File: src/rtl/pipe_ctrl_unit_pkg.sv
// Shared encodings for the pipeline control path: ALU op codes, condition codes,
// instruction-class fields and the immediate/register-address select values.
package pipe_ctrl_unit_pkg;

    typedef enum logic [4:0] {
        ALU_ADD = 5'b00000,
        ALU_SUB = 5'b00001,
        ALU_AND = 5'b00010,
        ALU_ORR = 5'b00011,
        ALU_EOR = 5'b00100,
        ALU_ADC = 5'b00101,
        ALU_SBC = 5'b00110,
        ALU_MOV = 5'b00111,
        ALU_MUL = 5'b01000
    } alu_op_e;

    typedef enum logic [3:0] {
        COND_EQ = 4'b0000, COND_NE = 4'b0001, COND_CS = 4'b0010, COND_CC = 4'b0011,
        COND_MI = 4'b0100, COND_PL = 4'b0101, COND_VS = 4'b0110, COND_VC = 4'b0111,
        COND_HI = 4'b1000, COND_LS = 4'b1001, COND_GE = 4'b1010, COND_LT = 4'b1011,
        COND_GT = 4'b1100, COND_LE = 4'b1101, COND_AL = 4'b1110, COND_NV = 4'b1111
    } cond_e;

    localparam logic [1:0] OP_DP  = 2'b00;
    localparam logic [1:0] OP_MEM = 2'b01;
    localparam logic [1:0] OP_BR  = 2'b10;

    localparam logic [1:0] IMMSRC_DP  = 2'b00;
    localparam logic [1:0] IMMSRC_MEM = 2'b01;
    localparam logic [1:0] IMMSRC_BR  = 2'b10;

    // RegSrc[0] picks R15 for the first operand, RegSrc[1] picks Rd as the second.
    localparam logic [1:0] REGSRC_DEF = 2'b00;
    localparam logic [1:0] REGSRC_BR  = 2'b01;
    localparam logic [1:0] REGSRC_STR = 2'b10;
    localparam logic [1:0] REGSRC_MUL = 2'b11;

    localparam logic [3:0] CMD_AND = 4'b0000;
    localparam logic [3:0] CMD_EOR = 4'b0001;
    localparam logic [3:0] CMD_SUB = 4'b0010;
    localparam logic [3:0] CMD_ADD = 4'b0100;
    localparam logic [3:0] CMD_ADC = 4'b0101;
    localparam logic [3:0] CMD_SBC = 4'b0110;
    localparam logic [3:0] CMD_TST = 4'b1000;
    localparam logic [3:0] CMD_CMP = 4'b1010;
    localparam logic [3:0] CMD_CMN = 4'b1011;
    localparam logic [3:0] CMD_ORR = 4'b1100;
    localparam logic [3:0] CMD_MOV = 4'b1101;

    function automatic logic is_compare(input logic [3:0] cmd);
        return (cmd == CMD_TST) || (cmd == CMD_CMP) || (cmd == CMD_CMN);
    endfunction

endpackage

File: src/rtl/pipe_ctrl_unit_if.sv
// Bundle between the control unit (slave) and the datapath/hazard unit (master).
interface pipe_ctrl_unit_if #(
    parameter int ALUCONTROL_WIDTH = 5,
    parameter int ALU_FLAGS_WIDTH  = 5
);
    // No handshake: every signal is a per-cycle level; D signals belong to the
    // instruction in Decode this cycle, E/M/W signals to the one in that stage.
    logic [31:0]                 InstrD;
    logic [ALU_FLAGS_WIDTH-1:0]  ALUFlagsE;
    logic                        FlushE;
    logic [1:0]                  RegSrcD;
    logic [1:0]                  ImmSrcD;
    logic                        ALUSrcE;
    logic [ALUCONTROL_WIDTH-1:0] ALUControlE;
    logic                        CarryE;
    logic                        BranchTakenE;
    logic                        MemWriteM;
    logic                        MemtoRegE;
    logic                        MemtoRegW;
    logic                        RegWriteM;
    logic                        RegWriteW;
    logic                        PCSrcW;
    logic                        PCWrPendingF;

    modport master (
        output InstrD, ALUFlagsE, FlushE,
        input  RegSrcD, ImmSrcD, ALUSrcE, ALUControlE, CarryE, BranchTakenE,
               MemWriteM, MemtoRegE, MemtoRegW, RegWriteM, RegWriteW, PCSrcW,
               PCWrPendingF
    );

    modport slave (
        input  InstrD, ALUFlagsE, FlushE,
        output RegSrcD, ImmSrcD, ALUSrcE, ALUControlE, CarryE, BranchTakenE,
               MemWriteM, MemtoRegE, MemtoRegW, RegWriteM, RegWriteW, PCSrcW,
               PCWrPendingF
    );
endinterface

File: src/rtl/pipe_ctrl_unit_cond_check.sv
// Combinational ARM condition evaluation against the stored N,Z,C,V flags.
module pipe_ctrl_unit_cond_check
    import pipe_ctrl_unit_pkg::*;
(
    input  logic [3:0] cond,
    input  logic [3:0] flags,
    output logic       cond_ex
);
    logic n, z, c, v, ge;

    assign {n, z, c, v} = flags;
    assign ge = (n == v);

    always_comb begin
        cond_ex = 1'b0;
        case (cond)
            COND_EQ: cond_ex = z;
            COND_NE: cond_ex = ~z;
            COND_CS: cond_ex = c;
            COND_CC: cond_ex = ~c;
            COND_MI: cond_ex = n;
            COND_PL: cond_ex = ~n;
            COND_VS: cond_ex = v;
            COND_VC: cond_ex = ~v;
            COND_HI: cond_ex = c & ~z;
            COND_LS: cond_ex = ~(c & ~z);
            COND_GE: cond_ex = ge;
            COND_LT: cond_ex = ~ge;
            COND_GT: cond_ex = ~z & ge;
            COND_LE: cond_ex = ~(~z & ge);
            COND_AL: cond_ex = 1'b1;
            default: cond_ex = 1'b0;
        endcase
    end
endmodule

File: src/rtl/pipe_ctrl_unit.sv
// Pipeline control path: decode in D, condition check and NZCV register in E, E/M/W control registers.
// Optional MUL decode is enabled by defining PIPE_CTRL_MUL_EN.
module pipe_ctrl_unit
    import pipe_ctrl_unit_pkg::*;
#(
    parameter int ALUCONTROL_WIDTH = 5,
    parameter int ALU_FLAGS_WIDTH  = 5
)(
    input logic             clk,
    input logic             reset,
    pipe_ctrl_unit_if.slave bus
);
    logic [1:0] op;
    logic [5:0] funct;
    logic [3:0] rd;
    logic [3:0] cond_d;

    logic       reg_write_d, mem_write_d, mem_to_reg_d, branch_d;
    logic       pcs_d, flag_write_d, alu_src_d;
    logic [1:0] reg_src_d, imm_src_d;
    alu_op_e    alu_control_d;

    logic                        reg_write_e, mem_write_e, mem_to_reg_e, branch_e;
    logic                        pcs_e, flag_write_e, alu_src_e;
    logic [ALUCONTROL_WIDTH-1:0] alu_control_e;
    logic [3:0]                  cond_e;
    logic                        cond_ex_e;
    logic [ALU_FLAGS_WIDTH-1:0]  flags_q;

    logic reg_write_m, mem_write_m, mem_to_reg_m, pcs_m;
    logic reg_write_w, mem_to_reg_w, pcs_w;
    logic unused_bits;

    assign op     = bus.InstrD[27:26];
    assign funct  = bus.InstrD[25:20];
    assign rd     = bus.InstrD[15:12];
    assign cond_d = bus.InstrD[31:28];

    always_comb begin
        reg_write_d   = 1'b0;
        mem_write_d   = 1'b0;
        mem_to_reg_d  = 1'b0;
        branch_d      = 1'b0;
        flag_write_d  = 1'b0;
        alu_src_d     = 1'b0;
        reg_src_d     = REGSRC_DEF;
        imm_src_d     = IMMSRC_DP;
        alu_control_d = ALU_ADD;
        case (op)
            OP_DP: begin
                alu_src_d    = funct[5];
                reg_write_d  = ~is_compare(funct[4:1]);
                flag_write_d = funct[0] | is_compare(funct[4:1]);
                case (funct[4:1])
                    CMD_AND, CMD_TST: alu_control_d = ALU_AND;
                    CMD_EOR:          alu_control_d = ALU_EOR;
                    CMD_SUB, CMD_CMP: alu_control_d = ALU_SUB;
                    CMD_ADD, CMD_CMN: alu_control_d = ALU_ADD;
                    CMD_ADC:          alu_control_d = ALU_ADC;
                    CMD_SBC:          alu_control_d = ALU_SBC;
                    CMD_ORR:          alu_control_d = ALU_ORR;
                    CMD_MOV:          alu_control_d = ALU_MOV;
                    default: begin
                        // Unassigned opcodes retire without side effects.
                        reg_write_d  = 1'b0;
                        flag_write_d = 1'b0;
                    end
                endcase
`ifdef PIPE_CTRL_MUL_EN
                if (bus.InstrD[7:4] == 4'b1001) begin
                    alu_control_d = ALU_MUL;
                    reg_src_d     = REGSRC_MUL;
                    alu_src_d     = 1'b0;
                    reg_write_d   = 1'b1;
                    flag_write_d  = funct[0];
                end
`else
`endif
            end
            OP_MEM: begin
                imm_src_d     = IMMSRC_MEM;
                alu_src_d     = ~funct[5];
                alu_control_d = funct[3] ? ALU_ADD : ALU_SUB;
                if (funct[0]) begin
                    mem_to_reg_d = 1'b1;
                    reg_write_d  = 1'b1;
                end else begin
                    mem_write_d = 1'b1;
                    reg_src_d   = REGSRC_STR;
                end
            end
            OP_BR: begin
                branch_d  = 1'b1;
                alu_src_d = 1'b1;
                reg_src_d = REGSRC_BR;
                imm_src_d = IMMSRC_BR;
            end
            default: ;
        endcase
    end

    assign pcs_d = ((rd == 4'hF) & reg_write_d) | branch_d;

    always_ff @(posedge clk) begin
        if (reset || bus.FlushE) begin
            reg_write_e   <= 1'b0;
            mem_write_e   <= 1'b0;
            mem_to_reg_e  <= 1'b0;
            branch_e      <= 1'b0;
            pcs_e         <= 1'b0;
            flag_write_e  <= 1'b0;
            alu_src_e     <= 1'b0;
            alu_control_e <= '0;
            cond_e        <= 4'b0000;
        end else begin
            reg_write_e   <= reg_write_d;
            mem_write_e   <= mem_write_d;
            mem_to_reg_e  <= mem_to_reg_d;
            branch_e      <= branch_d;
            pcs_e         <= pcs_d;
            flag_write_e  <= flag_write_d;
            alu_src_e     <= alu_src_d;
            alu_control_e <= ALUCONTROL_WIDTH'(alu_control_d);
            cond_e        <= cond_d;
        end
    end

    pipe_ctrl_unit_cond_check u_cond_check (
        .cond    (cond_e),
        .flags   (flags_q[3:0]),
        .cond_ex (cond_ex_e)
    );

    // Flags belong to the instruction leaving E, so FlushE never blocks the update.
    always_ff @(posedge clk) begin
        if (reset) begin
            flags_q <= '0;
        end else if (flag_write_e && cond_ex_e) begin
            flags_q <= bus.ALUFlagsE;
        end
    end

    always_ff @(posedge clk) begin
        if (reset) begin
            reg_write_m  <= 1'b0;
            mem_write_m  <= 1'b0;
            mem_to_reg_m <= 1'b0;
            pcs_m        <= 1'b0;
            reg_write_w  <= 1'b0;
            mem_to_reg_w <= 1'b0;
            pcs_w        <= 1'b0;
        end else begin
            reg_write_m  <= reg_write_e & cond_ex_e;
            mem_write_m  <= mem_write_e & cond_ex_e;
            mem_to_reg_m <= mem_to_reg_e;
            // A branch redirects the PC from E; only R15 register writes travel on.
            pcs_m        <= pcs_e & cond_ex_e & ~branch_e;
            reg_write_w  <= reg_write_m;
            mem_to_reg_w <= mem_to_reg_m;
            pcs_w        <= pcs_m;
        end
    end

    assign bus.RegSrcD      = reg_src_d;
    assign bus.ImmSrcD      = imm_src_d;
    assign bus.ALUSrcE      = alu_src_e;
    assign bus.ALUControlE  = alu_control_e;
    assign bus.CarryE       = flags_q[1];
    assign bus.BranchTakenE = branch_e & cond_ex_e;
    assign bus.MemWriteM    = mem_write_m;
    assign bus.MemtoRegE    = mem_to_reg_e;
    assign bus.MemtoRegW    = mem_to_reg_w;
    assign bus.RegWriteM    = reg_write_m;
    assign bus.RegWriteW    = reg_write_w;
    assign bus.PCSrcW       = pcs_w;
    assign bus.PCWrPendingF = pcs_d | pcs_e | pcs_m;

    assign unused_bits = ^{bus.InstrD[19:16], bus.InstrD[11:0],
                           flags_q[ALU_FLAGS_WIDTH-1:4]};
endmodule

File: src/flat_wrapper.sv
// flat-port wrapper written by rule: the top's interface ports become plain ports
module pipe_ctrl_unit_flat import pipe_ctrl_unit_pkg::*;
#(
    parameter int ALUCONTROL_WIDTH = 5,
    parameter int ALU_FLAGS_WIDTH  = 5
)
  (clk, reset, bus_InstrD, bus_ALUFlagsE, bus_FlushE, bus_RegSrcD, bus_ImmSrcD, bus_ALUSrcE, bus_ALUControlE, bus_CarryE, bus_BranchTakenE, bus_MemWriteM, bus_MemtoRegE, bus_MemtoRegW, bus_RegWriteM, bus_RegWriteW, bus_PCSrcW, bus_PCWrPendingF);
  pipe_ctrl_unit_if #(.ALUCONTROL_WIDTH(ALUCONTROL_WIDTH), .ALU_FLAGS_WIDTH(ALU_FLAGS_WIDTH)) bus_i ();
  input logic clk;
  input logic reset;
  input wire logic [$bits(bus_i.InstrD)-1:0] bus_InstrD;
  input wire logic [$bits(bus_i.ALUFlagsE)-1:0] bus_ALUFlagsE;
  input wire logic [$bits(bus_i.FlushE)-1:0] bus_FlushE;
  output wire logic [$bits(bus_i.RegSrcD)-1:0] bus_RegSrcD;
  output wire logic [$bits(bus_i.ImmSrcD)-1:0] bus_ImmSrcD;
  output wire logic [$bits(bus_i.ALUSrcE)-1:0] bus_ALUSrcE;
  output wire logic [$bits(bus_i.ALUControlE)-1:0] bus_ALUControlE;
  output wire logic [$bits(bus_i.CarryE)-1:0] bus_CarryE;
  output wire logic [$bits(bus_i.BranchTakenE)-1:0] bus_BranchTakenE;
  output wire logic [$bits(bus_i.MemWriteM)-1:0] bus_MemWriteM;
  output wire logic [$bits(bus_i.MemtoRegE)-1:0] bus_MemtoRegE;
  output wire logic [$bits(bus_i.MemtoRegW)-1:0] bus_MemtoRegW;
  output wire logic [$bits(bus_i.RegWriteM)-1:0] bus_RegWriteM;
  output wire logic [$bits(bus_i.RegWriteW)-1:0] bus_RegWriteW;
  output wire logic [$bits(bus_i.PCSrcW)-1:0] bus_PCSrcW;
  output wire logic [$bits(bus_i.PCWrPendingF)-1:0] bus_PCWrPendingF;
  assign bus_i.InstrD = bus_InstrD;
  assign bus_i.ALUFlagsE = bus_ALUFlagsE;
  assign bus_i.FlushE = bus_FlushE;
  assign bus_RegSrcD = bus_i.RegSrcD;
  assign bus_ImmSrcD = bus_i.ImmSrcD;
  assign bus_ALUSrcE = bus_i.ALUSrcE;
  assign bus_ALUControlE = bus_i.ALUControlE;
  assign bus_CarryE = bus_i.CarryE;
  assign bus_BranchTakenE = bus_i.BranchTakenE;
  assign bus_MemWriteM = bus_i.MemWriteM;
  assign bus_MemtoRegE = bus_i.MemtoRegE;
  assign bus_MemtoRegW = bus_i.MemtoRegW;
  assign bus_RegWriteM = bus_i.RegWriteM;
  assign bus_RegWriteW = bus_i.RegWriteW;
  assign bus_PCSrcW = bus_i.PCSrcW;
  assign bus_PCWrPendingF = bus_i.PCWrPendingF;
  pipe_ctrl_unit #(.ALUCONTROL_WIDTH(ALUCONTROL_WIDTH), .ALU_FLAGS_WIDTH(ALU_FLAGS_WIDTH)) u_core (.clk(clk), .reset(reset), .bus(bus_i));
endmodule
File: config.mk
export PLATFORM = sky130hd
export DESIGN_NAME = pipe_ctrl_unit_flat
export DESIGN_NICKNAME = d
export VERILOG_FILES = /design/src/rtl/pipe_ctrl_unit_pkg.sv /design/src/rtl/pipe_ctrl_unit_if.sv /design/src/rtl/pipe_ctrl_unit_cond_check.sv /design/src/rtl/pipe_ctrl_unit.sv /design/src/flat_wrapper.sv
export SDC_FILE = /design/constraint.sdc
export NUM_CORES = 1
export LEC_CHECK = 0
export ABC_AREA = 1
export ABC_CLOCK_PERIOD_IN_PS = 3230
export BUFFER_PORTS_ARGS = -buffer_cell sky130_fd_sc_hd__buf_2
export CAP_MARGIN = 10
export CORE_AREA = 5 5 71 73
export CTS_BUF_LIST = sky130_fd_sc_hd__clkbuf_16
export DETAILED_ROUTE_END_ITERATION = 10
export DIE_AREA = 0 0 76 78
export GPL_ROUTABILITY_DRIVEN = 0
export GPL_TIMING_DRIVEN = 0
export HOLD_SLACK_MARGIN = 0.15
export PLACE_DENSITY = 0.64
export SYNTH_ARGS = -nofsm -noshare
export SYNTH_HDL_FRONTEND = slang
export SYNTH_HIERARCHICAL = 1
export SYNTH_SLANG_ARGS = --single-unit
File: constraint.sdc
create_clock -name clk -period 3.23 [get_ports clk]
set_clock_uncertainty 0.2 [all_clocks]
set_input_delay 0.323 -clock clk [delete_from_list [all_inputs] [get_ports clk]]
set_output_delay 0.323 -clock clk [all_outputs]
set_load 0.01 [all_outputs]
**After elaboration in Yosys (flattened, before gate mapping)**

Cells that the tools add are included.
Widths: inputs -> output; s select.

- Equality and inequality tests: 28
- Mux-type cells: 13
- Bitwise logic cells: 25
- Reductions and logical operators: 12

Operator list:

| operator | number |
|---|---|
| $eq 4x4->1 const B | 13 |
| $eq 4x3->1 const B | 7 |
| $pmux 3 s7 | 1 |
| $pmux 1 s15 | 1 |
| $not 1->1 | 13 |
| $eq 4x2->1 const B | 3 |
| $reduce_or 11->1 | 1 |
| $pmux 5 s2 | 1 |
| $and 1x1->1 | 8 |
| $eq 4x1->1 const B | 2 |
| $logic_not 4->1 | 2 |
| $pmux 2 s2 | 2 |
| $reduce_or 2->1 | 3 |
| $mux 1 | 5 |
| $or 1x1->1 | 4 |
| $logic_or 1x1->1 | 3 |
| $pmux 1 s3 | 1 |
| $reduce_or 3->1 | 1 |
| $eq 2x1->1 const B | 1 |
| $eq 2x2->1 const B | 1 |
| $logic_not 2->1 | 1 |
| $mux 2 | 1 |
| $pmux 1 s2 | 1 |
| $eq 1x1->1 | 1 |
| $logic_and 1x1->1 | 1 |

- Word-level logic and storage cells: 95
- Output and inout port bits: 19
- Bits in registers: 27
- Bits of input ports: 40

**Longest topological paths before layout**

- Word-level depth: 10
- Depth in mapped cells: 13
- Mapped depth without buffers: 12

**Hierarchy**

Netlist, hierarchy kept.

By module, submodules not included:

| module | sequential area each (sq um) | cells each | area each (sq um) | times used |
|---|---|---|---|---|
| pipe_ctrl_unit | 500.5 | 125 | 960.9 | 1 |
| pipe_ctrl_unit_cond_check | 0.0 | 61 | 269.0 | 1 |

**Worst setup path before layout**

OpenSTA, ideal clock, no wires.

- Kind: register to output
- Start point: register u_core.cond_e[1]
- End point: output bus_BranchTakenE
- Arrival: 1095 ps
- Required time: 2707 ps
- Setup slack: 1612 ps
- Buffers on the path: 1
- Cell stages (with the launch flop): 11
- Cell sequence: dfxtp_1 buf_6 nor2_2 nand2_1 nand3_1 nand2_1 nand2_1 clkinv_1 nand3_1 nand2_1 inv_1

- Word-level cells in the longest chain between the ends: 3
- Elaborated cells between the ends (all ways): 17
- Those cells by class: eq/ne (14); mux (1); bitwise (1); reduce/logical (1)

RTL lines:

| what | RTL line | RTL |
|---|---|---|
| start, declared | pipe_ctrl_unit.sv:26 | `logic [3:0] cond_e;` |
| start signal, assigned | pipe_ctrl_unit.sv:124 | `cond_e <= cond_d;` |
| $eq 4x4->1 (tied with other cells) | pipe_ctrl_unit_cond_check.sv:16 | `case (cond)` |
| $pmux 1 s15 (*) | pipe_ctrl_unit_cond_check.sv:16 |  |
| via u_core.cond_ex_e | pipe_ctrl_unit.sv:27 | `logic cond_ex_e;` |
| $and 1x1->1 (*) | pipe_ctrl_unit.sv:169 | `assign bus.BranchTakenE = branch_e & cond_ex_e;` |
| end, declared | flat_wrapper.sv:19 | `output wire logic [$bits(bus_i.BranchTakenE)-1:0] bus_BranchTakenE;` |

The timed path passes the listed nets; every way through them passes the cells marked *.

**Worst setup path after layout**

- Start point: register u_core.flags_q[0]
- End point: output bus_BranchTakenE

- Word-level cells in the longest chain between the ends: 5
- Elaborated cells between the ends (all ways): 7
- Those cells by class: eq/ne (1); mux (1); bitwise (5)

RTL lines:

| what | RTL line | RTL |
|---|---|---|
| start, declared | pipe_ctrl_unit.sv:28 | `logic [ALU_FLAGS_WIDTH-1:0] flags_q;` |
| start signal, assigned | pipe_ctrl_unit.sv:139 | `flags_q <= bus.ALUFlagsE;` |
| $eq 1x1->1 | pipe_ctrl_unit_cond_check.sv:12 | `assign ge = (n == v);` |
| $and 1x1->1 | pipe_ctrl_unit_cond_check.sv:29, pipe_ctrl_unit_cond_check.sv:30 |  |
| $not 1->1 | pipe_ctrl_unit_cond_check.sv:30 | `COND_LE: cond_ex = ~(~z & ge);` |
| $pmux 1 s15 (*) | pipe_ctrl_unit_cond_check.sv:16 |  |
| via u_core.cond_ex_e | pipe_ctrl_unit.sv:27 |  |
| $and 1x1->1 (*) | pipe_ctrl_unit.sv:169 |  |

Marked as above.

==> summary.txt <==
Status
  • Status: complete, no violations

Yosys
  • Area contributors post-synth: dfxtp_1 41%, nor2_1 12%, nand2_1 11%
  • Register bit total from synthesis: 25
  • Share of the synthesized area in the top cell type: about two fifths
  • Biggest area consumer among synthesized cells: dfxtp_1
  • Yosys warns: 6
  • Synth Instances: between 150 and 200
  • Synth cell types: 22
  • Syn avg cell area: 6.61 um^2
  • Register area share after synthesis: between 40% and 50%
  • Syn Std Cell Area: 1230 um^2

Cells and area
  • P&R area growth vs syn: 35.9%
  • Post-route cell area: 1670 um^2
  • Fillers: 448
  • Layout cells sized above 1: 23.4%
  • Fin nets: 280
  • Inserted Diodes: 0

Clock tree
  • CTS tree: yes
  • Clock Path Buffers: 2
  • CTS root buf: clkbuf_16
  • Cts bufs inserted: 3
  • Post_cts resized: 0
  • H-tree depth: 1
  • CTS sink count: 25
  • Reg clk slew, reported paths: ~0.06 ns
  • Clock latency on the worst-skew pair: 0.26 ns

Run
  • Max Cap Viol: 0

Pwr
  • Leak: around 0.85 nW
  • Sw frac: between 20 and 25%
  • Comb pwr share: approximately an eighth
  • Maximum vdd drop: 0.166 mV
  • Pwr Total: about 0.68 mW
  • P_int: 0.523 mW
  • Power density over the cells: 406 nW/um^2
  • Part of the power in the clock network: 40.7%
  • NetSw: 0.156 mW
  • Sequential share of power: 46.8%

Placed design
  • DP HPWL: 2180 um
  • Number of buffers added on ports: 38
  • Placed Area: 1490 um^2
  • Pre-CTS WS: 1.31 ns

STA
  • RSZ-0062 raised after global routing: no
  • Minimum clock period: between 2 and 2.5 ns
  • Setup Viol. Count Final: 0
  • Final WS setup: 1.06 ns
  • Endpoints failing hold: 0
  • Max Slew Vio Count: 0
  • Hold WS: 0.175 ns
  • Maximum clock rate: between 0.4 and 0.5 GHz
  • Setup Total Neg Slack: 0 ns
  • Crit share post-route: 67.1%

Global routing
  • Initial antenna violation count: 0
  • Largest net degree at the start of global routing: 16
  • Vias in the first global route: between 1k and 1.5k
  • Total Routing Usage GR: 10.2%
  • GRT Residual Overflow: 0
  • Global-route wire length before repair: 5090 um

Setup path
  • Data arrival, critical path: between 1.5 and 2 ns
  • CP peak stage delay: approximately 0.4 ns
  • Most frequent CP cell: nand2_1
  • CP endpoint kind: output port
  • Req. time, crit path: 2.71 ns
  • Crit start category: flip-flop
  • Slowest cell on crit path: dfxtp_1
  • Worst Path Max Fanout: 5
  • Worst-path cell chain: inv_1, nand2_1, nand2_1, o21ai_1, clkinv_1, nor2_1, nand3_1, nand2_1, inv_1, buf_2
  • Critical Setup Path Class: flip-flop to output port

Die
  • Row count: 24
  • Die area: 5930 um^2
  • Total core area: 4290 um^2
  • Die width: roughly 76 um
  • Initial Util: 28.6%
  • Io pins: 59
  • Die height: just under 80 um

Detailed routing
  • Drt pass-1 iters: 4
  • Routed Antenna Nets: 0
  • Detailed-route via count: between 1k and 1.5k
  • Total Routed Length: ~2700 um
  • DR WL/cell: 9.34 um
  • Vias per Instance: 4.17
  • DRC viols: 0
  • DR iter-0 viols: 76

Min path
  • Hold WC Path Type: input port to flip-flop
[critical path: cells and delay by family, from the launching register on]
family                 cells  cell delay, ns
DFF                        1            0.40
buffers and inverters      4            0.33
AOI/OAI and AO/OA          1            0.12
and+or+nand+nor            5            0.52
[cell type report]
class | instances | area [um^2] | area share [%]
clock buffer | 3 | 75.1 | 4.49
inverter | 32 | 120 | 7.19
clock inverter | 1 | 7.51 | 0.449
timing repair buffer | 48 | 290 | 17.4
multi-input combinational | 122 | 538 | 32.2
tap | 52 | 65.1 | 3.89
buffer | 8 | 75.1 | 4.49
sequential | 25 | 500 | 29.9
[flip-flops by register name, summed over array words and instances, names as in the netlist]
signal                  cells
u_core/cond_e               4
u_core/flags_q              4
u_core/bus.ALUControlE      3
u_core/branch_e             1
u_core/bus.ALUSrcE          1
u_core/bus.MemWriteM        1
u_core/bus.MemtoRegE        1
u_core/bus.MemtoRegW        1
u_core/bus.PCSrcW           1
u_core/bus.RegWriteM        1
u_core/bus.RegWriteW        1
u_core/flag_write_e         1
u_core/mem_to_reg_m         1
u_core/mem_write_e          1
u_core/pcs_e                1
u_core/pcs_m                1
u_core/reg_write_e          1
[layer usage]
layer  routed length, um  track usage (%)  part of all wire [%]  vias to the layer above
met5                   0                0                     0                        -
met4                  71             5.34                   2.6                        0
met3                 162             2.43                   6.0                        6
met2                1290             17.6                    47                       30
met1                1200             11.7                    44                      509
li1                    -                -                     -                      668
[kinds of logic after synthesis]
| kind of cell | count (synthesis) | share of synthesized area [%] |
|---|---|---|
| compound gates | 12 | 5.09 |
| buf+inv | 40 | 15.9 |
| flops | 25 | 40.7 |
| simple gates | 108 | 38.0 |
| other cells | 1 | 0.305 |
[cell usage after synthesis]
| cell | n |
|---|---|
| nor2_1 | 40 |
| nand2_1 | 37 |
| inv_1 | 27 |
| dfxtp_1 | 25 |
| nand3_1 | 19 |
| a21oi_1 | 6 |
| nor3_1 | 5 |
| buf_4 | 4 |
| buf_6 | 4 |
| o21ai_0 | 4 |
| clkinv_1 | 3 |
| inv_2 | 2 |
| conb_1 | 1 |
| nand2_2 | 1 |
| nand4_1 | 1 |
| nor2_2 | 1 |
| nor3_2 | 1 |
| nor3_4 | 1 |
| nor3b_1 | 1 |
| o21a_1 | 1 |
| o21ai_1 | 1 |
| or2_1 | 1 |
[worst paths after layout]
check                    start                  to  slack (ns)  cells past startpoint
max reg2reg  u_core/flags_q[0]   u_core/flags_q[0]        1.40                     11
min reg2reg    u_core/branch_e        u_core/pcs_m        0.21                      1
max          u_core/flags_q[0]    bus_BranchTakenE        1.06                     10
min             bus_InstrD[25]  u_core/bus.ALUSrcE        0.18                      3
[power groups by stage]
stage               Clock [mW]  Combinational, mW  Sequential [mW]
floorplan                    0             0.0465            0.325
global placement             0             0.0751            0.325
detailed placement           0             0.0758            0.325
CTS                      0.283             0.0857            0.317
global route             0.296             0.0971            0.318
finish                   0.276             0.0852            0.318
[through the flow]
stage / std cells / util, %
4_1_cts: 291 / 38.9
5_1_grt: 291 / 38.9
3_3_place_gp: 277 / 34.7
6_report: 291 / 38.9
2_1_floorplan: 187 / -
3_5_place_dp: 277 / 34.7
[cells in the final DEF, fill, tap and decap left out]
| cell | n |
|---|---|
| buf_6 | 4 |
| inv_2 | 2 |
| conb_1 | 2 |
| buf_4 | 4 |
| buf_2 | 38 |
| nor3_1 | 5 |
| o21ai_0 | 4 |
| clkinvlp_4 | 1 |
| a21oi_1 | 6 |
| inv_1 | 27 |
| nand2_2 | 1 |
| nor2_2 | 1 |
| or2_1 | 1 |
| dfxtp_1 | 25 |
| nor3_4 | 1 |
| o21a_1 | 1 |
| dlygate4sd3_1 | 10 |
| nor3_2 | 1 |
| nor3b_1 | 1 |
| nand4_1 | 1 |
| nand3_1 | 19 |
| clkbuf_16 | 3 |
| nand2_1 | 37 |
| o21ai_1 | 1 |
| nor2_1 | 40 |
| clkinv_1 | 3 |
[timing repair]
item                                   CTS  global route
buffers inserted                         0             0
endpoints found under the hold margin   16             0
hold buffers                            10             0
(Power assumes the default switching activity.)
